$ cat config.mk
export PLATFORM = sky130hd
export DESIGN_NAME = seven_seg_scan_mux
export DESIGN_NICKNAME = d
export VERILOG_FILES = /design/src/rtl/seven_seg_scan_mux.sv
export SDC_FILE = /design/constraint.sdc
export NUM_CORES = 1
export LEC_CHECK = 0
export CAP_MARGIN = 20
export CELL_PAD_IN_SITES_DETAIL_PLACEMENT = 2
export CELL_PAD_IN_SITES_GLOBAL_PLACEMENT = 2
export CORE_ASPECT_RATIO = 0.9
export CORE_MARGIN = 1
export CORE_UTILIZATION = 41
export DETAILED_ROUTE_END_ITERATION = 10
export GPL_ROUTABILITY_DRIVEN = 1
export PLACE_DENSITY_LB_ADDON = 0.1
export SETUP_SLACK_MARGIN = 0.02
export SKIP_CTS_REPAIR_TIMING = 1
export SKIP_LAST_GASP = 1
export SLEW_MARGIN = 20
export SYNTH_ARGS = -nofsm -noshare
export SYNTH_HDL_FRONTEND = slang
export SYNTH_SLANG_ARGS = --single-unit
$ cat constraint.sdc
create_clock -name clk -period 5.1 [get_ports clk]
set_input_delay 0.765 -clock clk [delete_from_list [all_inputs] [get_ports clk]]
set_output_delay 0.765 -clock clk [all_outputs]
set_load 0.02 [all_outputs]
$ cat src/rtl/seven_seg_scan_mux.sv
// Multiplexed seven-segment scanner. It latches a packed BCD value at frame
// boundaries and walks the digits with blanking and leading-zero suppression.

module seven_seg_lz_cell (
    input  logic [3:0] digit,
    input  logic       upper_zero_in,
    output logic       upper_zero_out
);
    // High when this digit and every digit above it are zero.
    assign upper_zero_out = upper_zero_in && (digit == 4'd0);
endmodule

module seven_seg_scan_mux #(
    parameter int NUM_DIGITS  = 4,
    parameter int REFRESH_DIV = 100000,
    parameter int BLANK_CYC   = 16,
    parameter int LZ_BLANK    = 1,
    localparam int IW = $clog2(NUM_DIGITS),
    localparam int DW = $clog2(REFRESH_DIV)
) (
    input  logic                    clk,
    input  logic                    reset_n,
    input  logic [4*NUM_DIGITS-1:0] BCD_IN,
    input  logic                    load,
    output logic [3:0]              LED_BCD,
    output logic [NUM_DIGITS-1:0]   AN,
    output logic [IW-1:0]           digit_idx,
    output logic                    frame_done
);
    logic [DW-1:0]                 div;
    logic [NUM_DIGITS-1:0][3:0]    active;
    logic [NUM_DIGITS-1:0][3:0]    pending;
    logic                          pend_valid;
    logic [NUM_DIGITS:1]           upper_zero;
    logic [NUM_DIGITS-1:0]         suppress;
    logic                          slot_end;
    logic                          blank;

    assign slot_end   = (div == DW'(REFRESH_DIV - 1));
    assign frame_done = slot_end && (digit_idx == IW'(NUM_DIGITS - 1));
    assign blank      = (div < DW'(BLANK_CYC));

    // Zero chain runs from the top digit down; digit 0 always stays lit.
    assign upper_zero[NUM_DIGITS] = 1'b1;
    assign suppress[0]            = 1'b0;

    generate
        for (genvar k = 1; k < NUM_DIGITS; k++) begin : g_lz
            seven_seg_lz_cell u_lz (
                .digit          (active[k]),
                .upper_zero_in  (upper_zero[k+1]),
                .upper_zero_out (upper_zero[k])
            );
            assign suppress[k] = (LZ_BLANK != 0) && upper_zero[k];
        end
    endgenerate

    always_ff @(posedge clk or negedge reset_n) begin
        if (!reset_n) begin
            div       <= '0;
            digit_idx <= '0;
        end else if (slot_end) begin
            div       <= '0;
            digit_idx <= (digit_idx == IW'(NUM_DIGITS - 1)) ? '0 : digit_idx + IW'(1);
        end else begin
            div <= div + DW'(1);
        end
    end

    // A load landing on the frame boundary goes straight to active and
    // discards whatever was still pending.
    always_ff @(posedge clk or negedge reset_n) begin
        if (!reset_n) begin
            active     <= '0;
            pending    <= '0;
            pend_valid <= 1'b0;
        end else if (load && frame_done) begin
            active     <= BCD_IN;
            pend_valid <= 1'b0;
        end else begin
            if (load) begin
                pending    <= BCD_IN;
                pend_valid <= 1'b1;
            end
            if (frame_done && pend_valid) begin
                active     <= pending;
                pend_valid <= 1'b0;
            end
        end
    end

    always_ff @(posedge clk or negedge reset_n) begin
        if (!reset_n) begin
            LED_BCD <= 4'd0;
            AN      <= '1;
        end else begin
            LED_BCD <= active[digit_idx];
            AN      <= (blank || suppress[digit_idx]) ? '1
                                                      : ~(NUM_DIGITS'(1) << digit_idx);
        end
    end
endmodule
; ---- Yosys cells after proc, flatten, opt, wreduce, memory -nomap -nowiden
; Cells that the tools add are included.
[totals]
ram_bits = 0
regBits = 60
wordCells = 46
latch_bits = 0
mem_count = 0
rom_bits = 0
[op_classes]
eq_ne = 2
shift = 1
n_div = 0
n_mux = 12
n_lt_le_gt_ge = 2
n_addsub = 2
n_reduce_logical = 12
multipliers = 0
n_bitwise = 2
[ops]
columns = op, n
row1 = $mux W16, 2
row2 = $add A17 B1 Y17 const B, 1
row3 = $eq A17 B17 Y1 const B, 1
row4 = $lt A17 B5 Y1 const B, 1
row5 = $mux W17, 1
row6 = $logic_not A4 Y1, 3
row7 = $bmux W4 S2, 1
row8 = $mux W4, 2
row9 = $logic_and A1 B1 Y1, 5
row10 = $mux W1, 4
row11 = $not A4 Y4, 1
row12 = $shl A1 B2 Y4 const A, 1
row13 = $lt A2 B3 Y1 const B, 1
row14 = $reduce_bool A3 Y1, 1
row15 = $add A2 B1 Y2 const B, 1
row16 = $bmux W1 S2, 1
row17 = $eq A2 B2 Y1 const B, 1
row18 = $mux W2, 1
row19 = $reduce_and A2 Y1, 1
row20 = $reduce_bool A2 Y1, 1
row21 = $logic_or A1 B1 Y1, 1
row22 = $not A1 Y1, 1

; ---- Logic depth before layout (Yosys ltp)
; Gate-level depths: netlist of the first run.
[logic_depth]
ltp_word = 7
mapped_depth = 7

; ---- Hierarchy
; From an unflattened synthesis of the first run, not the netlist that was laid out.
[unflattened]
hier_cells = 246
area_unflattened_um2 = 2855.2
[by_module_without_submodules]
columns = mod, cells_per_inst, area_each_um2, n_inst, seq_area_each_um2
row1 = seven_seg_scan_mux, 240, 2798.9, 1, 1506.4
row2 = seven_seg_lz_cell, 2, 18.8, 3, 0.0

; ---- Worst setup path after synthesis of the first run
; OpenSTA, ideal clock, no wires.
[synth_path]
path_kind = flip-flop to output port
start = register div[0]
end = output port frame_done
t_required_ns = 4.335
path_stages_with_launch = 6
arrival_ns = 1.482
n_path_buf = 1
setup_slack_ns = 2.853
cell_sequence = dfrtp_1 > ha_1 > and4_1 > buf_2 > nand2_1 > nor3_1
[synth_between]
elab_chain_len = 2
[synth_lines]
columns = item, line
row1 = from (decl), 30  ; logic [DW-1:0] div;
row2 = from (signal assigned), 66  ; div <= div + DW'(1);
row3 = $eq A17 B17 Y1, 39  ; assign slot_end = (div == DW'(REFRESH_DIV - 1));
row4 = $logic_and A1 B1 Y1, 40  ; assign frame_done = slot_end && (digit_idx == IW'(NUM_DIGITS - 1));
row5 = to (decl), 28  ; output logic frame_done
; No other way between the ends.

; ---- Worst setup path in the final report of the first run
; Ends and elaborated chain as after synthesis.

==> flow_results.xml, run 1 <==
<?xml version="1.0" encoding="UTF-8"?>
<metrics>
  <group name="status">
    <metric name="status" unit="">complete, no violations</metric>
  </group>
  <group name="worst_setup_path">
    <metric name="timing.critical_path.to_type" unit="">primary output</metric>
    <metric name="timing.critical_path.slowest_cell_delay" unit="ns">0.64</metric>
    <metric name="kind_of_critical_path" unit="">flip-flop to primary output</metric>
    <metric name="crit_slowest_cell" unit="">sky130_fd_sc_hd__clkdlybuf4s50_1</metric>
    <metric name="worst-path-max-fanout" unit="">6</metric>
    <metric name="startpoint_type" unit="">flip-flop</metric>
    <metric name="critical_path.cell_chain" unit="">ha_1, and4_1, nand2_1, nor3_1, clkdlybuf4s50_1</metric>
    <metric name="worstPathRequired" unit="ns">4.34</metric>
    <metric name="worst_ep_arrival_time" unit="ns">2.37</metric>
  </group>
  <group name="grt">
    <metric name="first_global_vias" unit="">2292</metric>
    <metric name="pin_count_of_the_biggest_net_entering_global_routing" unit="">61</metric>
    <metric name="antenna_violations_before_repair" unit="">0</metric>
    <metric name="wire_length_of_the_first_global_routing_pass" unit="mm">12.7</metric>
    <metric name="gr_usage_total" unit="%">23.4</metric>
    <metric name="grt_overflow_total" unit="">0</metric>
  </group>
  <group name="logic_synthesis">
    <metric name="number_of_instances_in_the_synthesized_netlist" unit="">247</metric>
    <metric name="synth.yosys.seq_area_share" unit="%">52.3</metric>
    <metric name="synth_cell_types" unit="">44</metric>
    <metric name="synth_cell_count_leaders" unit="">56 x sky130_fd_sc_hd__dfrtp_1, 20 x sky130_fd_sc_hd__nand3_1, 18 x sky130_fd_sc_hd__inv_1</metric>
    <metric name="postSynthAreaPerCell" unit="sq um">11.7</metric>
    <metric name="synthFlopType" unit="">sky130_fd_sc_hd__dfrtp_1</metric>
    <metric name="yosysWarningCount" unit="">0</metric>
    <metric name="ys_ff_latch" unit="">60</metric>
    <metric name="yosys.area.top_type_share" unit="%">48.6</metric>
    <metric name="yosys.area.top_type" unit="">sky130_fd_sc_hd__dfrtp_1</metric>
    <metric name="post_syn_nets" unit="">271</metric>
    <metric name="synthArstFlopShare" unit="%">100</metric>
    <metric name="synth.most_common_cell" unit="">sky130_fd_sc_hd__dfrtp_1</metric>
    <metric name="synth.top_cells.by_area" unit="">sky130_fd_sc_hd__dfrtp_1 49%, sky130_fd_sc_hd__mux2_4 5.2%, sky130_fd_sc_hd__a2bb2oi_1 4.6%, sky130_fd_sc_hd__dfstp_2 3.6%, sky130_fd_sc_hd__nand3_1 3.5%</metric>
    <metric name="synth_enable_flop_cells" unit="">0</metric>
    <metric name="synthesis.area" unit="sq um">2880</metric>
  </group>
  <group name="place">
    <metric name="hpwl" unit="mm">5.15</metric>
    <metric name="dpl-instance-area" unit="sq um">3220</metric>
    <metric name="port_buffers" unit="">29</metric>
    <metric name="gp_congestion" unit="">0.760</metric>
  </group>
  <group name="timing">
    <metric name="final-setup-viol-count" unit="">0</metric>
    <metric name="slew-limit-headroom" unit="%">37.2</metric>
    <metric name="post-route-min-period" unit="ns">3.13</metric>
    <metric name="report.final.hold_viol_count" unit="">0</metric>
    <metric name="layout_worst_path_cycle_share" unit="%">61.4</metric>
    <metric name="clock-skew-final" unit="ns">0.00769</metric>
    <metric name="fin_setup_tns" unit="ns">0</metric>
    <metric name="slew_viol_final" unit="">0</metric>
    <metric name="clock.fmax" unit="GHz">0.319</metric>
    <metric name="rsz0062_at_grt" unit="">no</metric>
    <metric name="worst_slew_pin_slew" unit="ns">0.941</metric>
  </group>
  <group name="floorplanning">
    <metric name="design.portCount" unit="">30</metric>
    <metric name="overall_die_area" unit="sq um">7370</metric>
    <metric name="die-height" unit="um">81.5</metric>
    <metric name="row_cnt" unit="">28</metric>
    <metric name="core_region_area" unit="sq um">6690</metric>
    <metric name="floorplan.initialDensity" unit="%">43.1</metric>
    <metric name="die_w" unit="um">90.4</metric>
  </group>
  <group name="finish">
    <metric name="nFillCells" unit="">677</metric>
    <metric name="drive_gt1_share" unit="%">17.7</metric>
    <metric name="design.final.nets" unit="">301</metric>
    <metric name="syn2layout_area_growth" unit="%">18.1</metric>
    <metric name="postLayoutCellArea" unit="sq um">3400</metric>
    <metric name="insertedDiodeCount" unit="">0</metric>
  </group>
  <group name="power">
    <metric name="ir_drop" unit="uV">205</metric>
    <metric name="total_leakage_power" unit="nW">1.42</metric>
    <metric name="p_per_area" unit="nW/um^2">297</metric>
  </group>
  <group name="detailed_routing">
    <metric name="drc_errors" unit="">0</metric>
    <metric name="drt_iter0_markers" unit="">89</metric>
    <metric name="detail_route.first_pass.iterations" unit="">4</metric>
    <metric name="routed-wl-met2" unit="mm">3.58</metric>
    <metric name="routed_wire_length_per_instance" unit="um">20.4</metric>
    <metric name="wl" unit="mm">7.60</metric>
    <metric name="detail-route-antenna-nets" unit="">0</metric>
    <metric name="via_per_inst" unit="">5.62</metric>
    <metric name="via_count" unit="">2091</metric>
    <metric name="dr.max_layer_used" unit="">met4</metric>
    <metric name="met3_wirelength" unit="um">297</metric>
    <metric name="wirelength_met1" unit="mm">3.54</metric>
  </group>
  <group name="clocking">
    <metric name="clock_insertion_delay_worst_skew" unit="ns">0.35</metric>
    <metric name="htree_num_levels" unit="">3</metric>
    <metric name="cts_buffer_depth" unit="">2</metric>
    <metric name="cts_root_buffer" unit="">sky130_fd_sc_hd__clkbuf_8</metric>
    <metric name="tritoncts.num_buffers" unit="">9</metric>
    <metric name="cts.clk_slew.worst_paths" unit="ns">0.06</metric>
    <metric name="tritoncts" unit="">done</metric>
    <metric name="numClockSinks" unit="">60</metric>
  </group>
  <group name="run">
    <metric name="drv_cap" unit="">0</metric>
  </group>
  <group name="min_path">
    <metric name="path_category_of_the_worst_min_delay_check" unit="">flip-flop to flip-flop</metric>
  </group>
</metrics>
-- layout by cell type (no fill, tap or decap), types with 2 or more instances in the layout --
cell type and n:
sky130_fd_sc_hd__nand3_4 2, sky130_fd_sc_hd__mux2_2 7, sky130_fd_sc_hd__nor3_1 3, sky130_fd_sc_hd__clkbuf_1 2, sky130_fd_sc_hd__nand2_1 16, sky130_fd_sc_hd__mux2_4 10
sky130_fd_sc_hd__dfstp_2 4, sky130_fd_sc_hd__nor4_1 6, sky130_fd_sc_hd__mux4_2 4, sky130_fd_sc_hd__ha_1 5, sky130_fd_sc_hd__clkinv_2 3, sky130_fd_sc_hd__a21oi_1 2
sky130_fd_sc_hd__o21ai_0 17, sky130_fd_sc_hd__xor2_1 5, sky130_fd_sc_hd__clkdlybuf4s50_1 28, sky130_fd_sc_hd__xnor2_1 8, sky130_fd_sc_hd__nor2_1 13, sky130_fd_sc_hd__and4_1 3
sky130_fd_sc_hd__nand3_1 20, sky130_fd_sc_hd__clkbuf_8 9, sky130_fd_sc_hd__a2bb2oi_1 15, sky130_fd_sc_hd__nand4_1 3, sky130_fd_sc_hd__inv_1 18, sky130_fd_sc_hd__dfrtp_1 56
-- path summary, 6_finish.rpt --
kind,startpoint,to,slack (ns),cells past startpoint
worst max-delay path,div[0]$_DFF_PN0_,frame_done,1.97,5
worst min-delay path,div[0]$_DFF_PN0_,div[0]$_DFF_PN0_,0.50,1
worst max register to register,div[0]$_DFF_PN0_,pending[9]$_DFFE_PN0P_,2.70,5
worst min register to register,div[0]$_DFF_PN0_,div[0]$_DFF_PN0_,0.50,1
max in group asynchronous,reset_n,div[3]$_DFF_PN0_,4.00,2
min in group asynchronous,reset_n,div[14]$_DFF_PN0_,0.57,2
-- sequential cells by signal (all words and copies together), names as in the netlist --
name and count:
pend_valid 1, LED_BCD 4, active 16, pending 16
digit_idx 2, AN 4, div 17
-- worst max-delay path, delay by kind of cell (launching register included) --
family / cells / cell delay [ns]
and+or+nand+nor: 3 / 0.77
buffers and inverters: 1 / 0.64
DFF: 1 / 0.39
adders and majority gates: 1 / 0.22
-- logic make-up after synthesis --
family                   share of synthesized area, %
AO/OA/AOI/OAI                                    9.86
AND/OR/NAND/NOR                                  15.6
flip-flops                                       52.3
multiplexers                                     11.4
buffers and inverters                            4.69
XOR/XNOR                                         3.95
adder cells (fa/ha/maj)                          2.17
-- through the flow --
stage | total power [mW] | utilization (%) | std cells | setup slack, ns | hold WS [ns]
6_report | 1.01 | 50.9 | 372 | 1.97 | 0.503
5_1_grt | 1.05 | 50.9 | 372 | 1.80 | 0.527
4_1_cts | 1.03 | 50.9 | 372 | 1.94 | 0.512
3_5_place_dp | 0.602 | 48.1 | 356 | 2.32 | 0.497
3_3_place_gp | 0.595 | 48.1 | 356 | 2.39 | 0.468
2_1_floorplan | 0.560 | - | 247 | 2.85 | 0.455
-- power breakdown --
| part | switching [mW] | internal, mW |
|---|---|---|
| clock | 0.195 | 0.223 |
| sequential | 0.0134 | 0.496 |
| combinational | 0.0390 | 0.0438 |
| total | 0.248 | 0.763 |
-- cell type report --
type                    count  area [sq um]  share of cell area [%]
flip-flops and latches     60          1510                    44.3
multi-input cells         158          1240                    36.4
repair buffers             30           293                    8.60
clock buffers              11           131                    3.86
well taps                  90           113                    3.31
inverters                  18          67.6                    1.99
clock inverters             5          52.6                    1.54
-- metal layers --
metal  track usage, %  vias to the layer above
li1                 -                      942
met1             30.8                     1086
met2             37.3                       48
met3             5.83                       15
met4             10.2                        0
met5                0                        -
No activity file was read; power rests on OpenSTA's default activity.
==> run 2, diff against run 1 <==
CORE_UTILIZATION = 38   (was 41)
clock period = 2.9 ns   (was 5.1 ns; I/O delays follow)
==> run 2 against run 1 <==
Against the previous run: non-clock buffer count up 5; clock skew up 0.0038 ns; sequential share of layout area down 0.96 points; cell area up 2.2%; clock power up 100%; via count down 1.1%; wire length up 2.1%; largest power group unchanged.
==> flow_results.xml, run 2 (synthesis gave the netlist of run 1 again) <==
<?xml version="1.0" encoding="UTF-8"?>
<metrics>
  <group name="status">
    <metric name="status" unit="">complete, no violations</metric>
  </group>
  <group name="worst_setup_path">
    <metric name="kind_of_cell_adding_the_most_delay_to_the_critical_path" unit="">simple AND/OR/NAND/NOR gates</metric>
    <metric name="crit_slowest_cell" unit="">sky130_fd_sc_hd__clkdlybuf4s50_1</metric>
    <metric name="timing.critical_path.to_type" unit="">primary output</metric>
    <metric name="critical_path_buf_inv_count" unit="">1</metric>
    <metric name="worst-path-max-fanout" unit="">6</metric>
    <metric name="worst_ep_arrival_time" unit="ns">2.35</metric>
    <metric name="kind_of_critical_path" unit="">flip-flop to primary output</metric>
    <metric name="startpoint_type" unit="">flip-flop</metric>
    <metric name="timing.critical_path.slowest_cell_delay" unit="ns">0.65</metric>
    <metric name="critical_path.cell_chain" unit="">ha_1, and4_2, nand2_1, nor3_1, clkdlybuf4s50_1</metric>
    <metric name="worstPathRequired" unit="ns">2.47</metric>
  </group>
  <group name="place">
    <metric name="port_buffers" unit="">29</metric>
    <metric name="dpl-instance-area" unit="sq um">3260</metric>
    <metric name="dp.cells" unit="">364</metric>
    <metric name="gp_congestion" unit="">0.829</metric>
    <metric name="hpwl" unit="mm">5.07</metric>
  </group>
  <group name="finish">
    <metric name="seq_area" unit="sq um">1510</metric>
    <metric name="insertedDiodeCount" unit="">0</metric>
    <metric name="postLayoutCellArea" unit="sq um">3480</metric>
    <metric name="layoutNonFillerInstCount" unit="">380</metric>
    <metric name="design.final.nets" unit="">306</metric>
    <metric name="multiInputGateArea" unit="sq um">1240</metric>
    <metric name="nFillCells" unit="">746</metric>
    <metric name="utilization" unit="%">48.4</metric>
    <metric name="final_cell_mix" unit="">56 x sky130_fd_sc_hd__dfrtp_1, 28 x sky130_fd_sc_hd__clkdlybuf4s50_1, 20 x sky130_fd_sc_hd__nand3_1</metric>
    <metric name="most_frequent_standard_cell_in_the_layout_excluding_fill_and_tap_cells" unit="">sky130_fd_sc_hd__dfrtp_1</metric>
    <metric name="layout_top_registers" unit="">div: 17 flops, active: 16 flops, pending: 16 flops</metric>
    <metric name="syn2layout_area_growth" unit="%">20.7</metric>
    <metric name="drive_gt1_share" unit="%">19.9</metric>
    <metric name="largest_register_ffs" unit="">17</metric>
    <metric name="largest_register" unit="">div</metric>
  </group>
  <group name="timing">
    <metric name="fin_setup_tns" unit="ns">0</metric>
    <metric name="holdWs" unit="ns">0.0852</metric>
    <metric name="rsz0062_at_grt" unit="">no</metric>
    <metric name="report.final.hold_viol_count" unit="">0</metric>
    <metric name="final-setup-viol-count" unit="">0</metric>
    <metric name="post-route-min-period" unit="ns">2.78</metric>
    <metric name="clock-skew-final" unit="ns">0.0115</metric>
    <metric name="layout_worst_path_cycle_share" unit="%">96.0</metric>
    <metric name="clock.fmax" unit="GHz">0.359</metric>
    <metric name="slew-limit-headroom" unit="%">50.8</metric>
    <metric name="worst_slew_pin_slew" unit="ns">0.735</metric>
    <metric name="slew_viol_final" unit="">0</metric>
  </group>
  <group name="grt">
    <metric name="antenna_violations_before_repair" unit="">0</metric>
    <metric name="pin_count_of_the_biggest_net_entering_global_routing" unit="">36</metric>
    <metric name="first_global_vias" unit="">2325</metric>
    <metric name="wire_length_of_the_first_global_routing_pass" unit="mm">12.7</metric>
    <metric name="grt_overflow_total" unit="">0</metric>
    <metric name="gr_usage_total" unit="%">21.9</metric>
  </group>
  <group name="clocking">
    <metric name="tritoncts.num_buffers" unit="">9</metric>
    <metric name="tritoncts" unit="">done</metric>
    <metric name="cts_root_buffer" unit="">sky130_fd_sc_hd__clkbuf_8</metric>
    <metric name="clock_insertion_delay_worst_skew" unit="ns">0.35</metric>
    <metric name="cts_buffer_depth" unit="">2</metric>
    <metric name="htree_num_levels" unit="">3</metric>
    <metric name="cts.clk_slew.worst_paths" unit="ns">0.08</metric>
    <metric name="numClockSinks" unit="">60</metric>
  </group>
  <group name="run">
    <metric name="drv_cap" unit="">0</metric>
  </group>
  <group name="detailed_routing">
    <metric name="via_count" unit="">2068</metric>
    <metric name="drt_iter0_markers" unit="">63</metric>
    <metric name="drc_errors" unit="">0</metric>
    <metric name="wl" unit="mm">7.76</metric>
    <metric name="routed_wire_length_per_instance" unit="um">20.4</metric>
    <metric name="via_per_inst" unit="">5.44</metric>
    <metric name="detail_route.first_pass.iterations" unit="">4</metric>
    <metric name="detail-route-antenna-nets" unit="">0</metric>
  </group>
  <group name="power">
    <metric name="total_leakage_power" unit="nW">1.46</metric>
    <metric name="ir_drop" unit="uV">252</metric>
    <metric name="p_per_area" unit="nW/um^2">546</metric>
  </group>
  <group name="floorplanning">
    <metric name="die_w" unit="um">93.8</metric>
    <metric name="floorplan.initialDensity" unit="%">40.1</metric>
    <metric name="core_region_area" unit="sq um">7180</metric>
    <metric name="overall_die_area" unit="sq um">7940</metric>
    <metric name="die-height" unit="um">84.6</metric>
    <metric name="row_cnt" unit="">29</metric>
    <metric name="design.portCount" unit="">30</metric>
  </group>
  <group name="min_path">
    <metric name="path_category_of_the_worst_min_delay_check" unit="">input pin to asynchronous set/reset pin</metric>
  </group>
</metrics>
==> run 2: per-layer routing <==
metal	global-route usage, %	vias up	part of all wire (%)
li1	-	951	-
met1	29.0	1068	47
met2	34.9	41	48
met3	6.61	8	3.8
met4	5.87	0	1.0
met5	0	-	0
==> run 2: power by group <==
part	switching (mW)	internal, mW	total [mW]
registers	0.0243	0.872	0.896
logic	0.0685	0.0794	0.148
clock network	0.351	0.503	0.854
total	0.444	1.45	1.90
==> run 2: per-stage QoR <==
step	worst slack (ns)	total power, mW
after floorplan	0.983	0.985
after global placement	0.576	1.05
after detailed placement	0.518	1.06
after CTS	0.101	1.92
after global routing	0.0531	1.97
final	0.115	1.90
==> run 2: final cells by class <==
class | count | area share (%)
Inverter | 18 | 1.94
Clock buffer | 11 | 4.06
Tap cell | 93 | 3.35
Sequential cell | 60 | 43.3
Clock inverter | 5 | 2.16
Timing Repair Buffer | 35 | 9.50
Multi-Input combinational cell | 158 | 35.7
==> run 2: worst paths after layout <==
| path | to | cells after the start | start | slack (ns) |
|---|---|---|---|---|
| worst max-delay path | frame_done | 5 | div[0]$_DFF_PN0_ | 0.12 |
| worst min-delay path | LED_BCD[3]$_DFF_PN0_ | 2 | reset_n | 0.09 |
| worst max register to register | pending[10]$_DFFE_PN0P_ | 5 | digit_idx[0]$_DFFE_PN0N_ | 0.65 |
| worst min register to register | pending[14]$_DFFE_PN0P_ | 1 | pending[14]$_DFFE_PN0P_ | 0.51 |
| max in group asynchronous | pending[14]$_DFFE_PN0P_ | 2 | reset_n | 2.42 |
| min in group clk | pending[14]$_DFFE_PN0P_ | 1 | pending[14]$_DFFE_PN0P_ | 0.51 |
==> run 2: worst register-to-register path: stages (launching register included) <==
cell                      delay, ns
sky130_fd_sc_hd__dfrtp_1       0.63
sky130_fd_sc_hd__ha_1          0.38
sky130_fd_sc_hd__nand3_4       0.16
sky130_fd_sc_hd__o21ai_4       0.28
sky130_fd_sc_hd__buf_4         0.31
sky130_fd_sc_hd__mux2_2        0.38
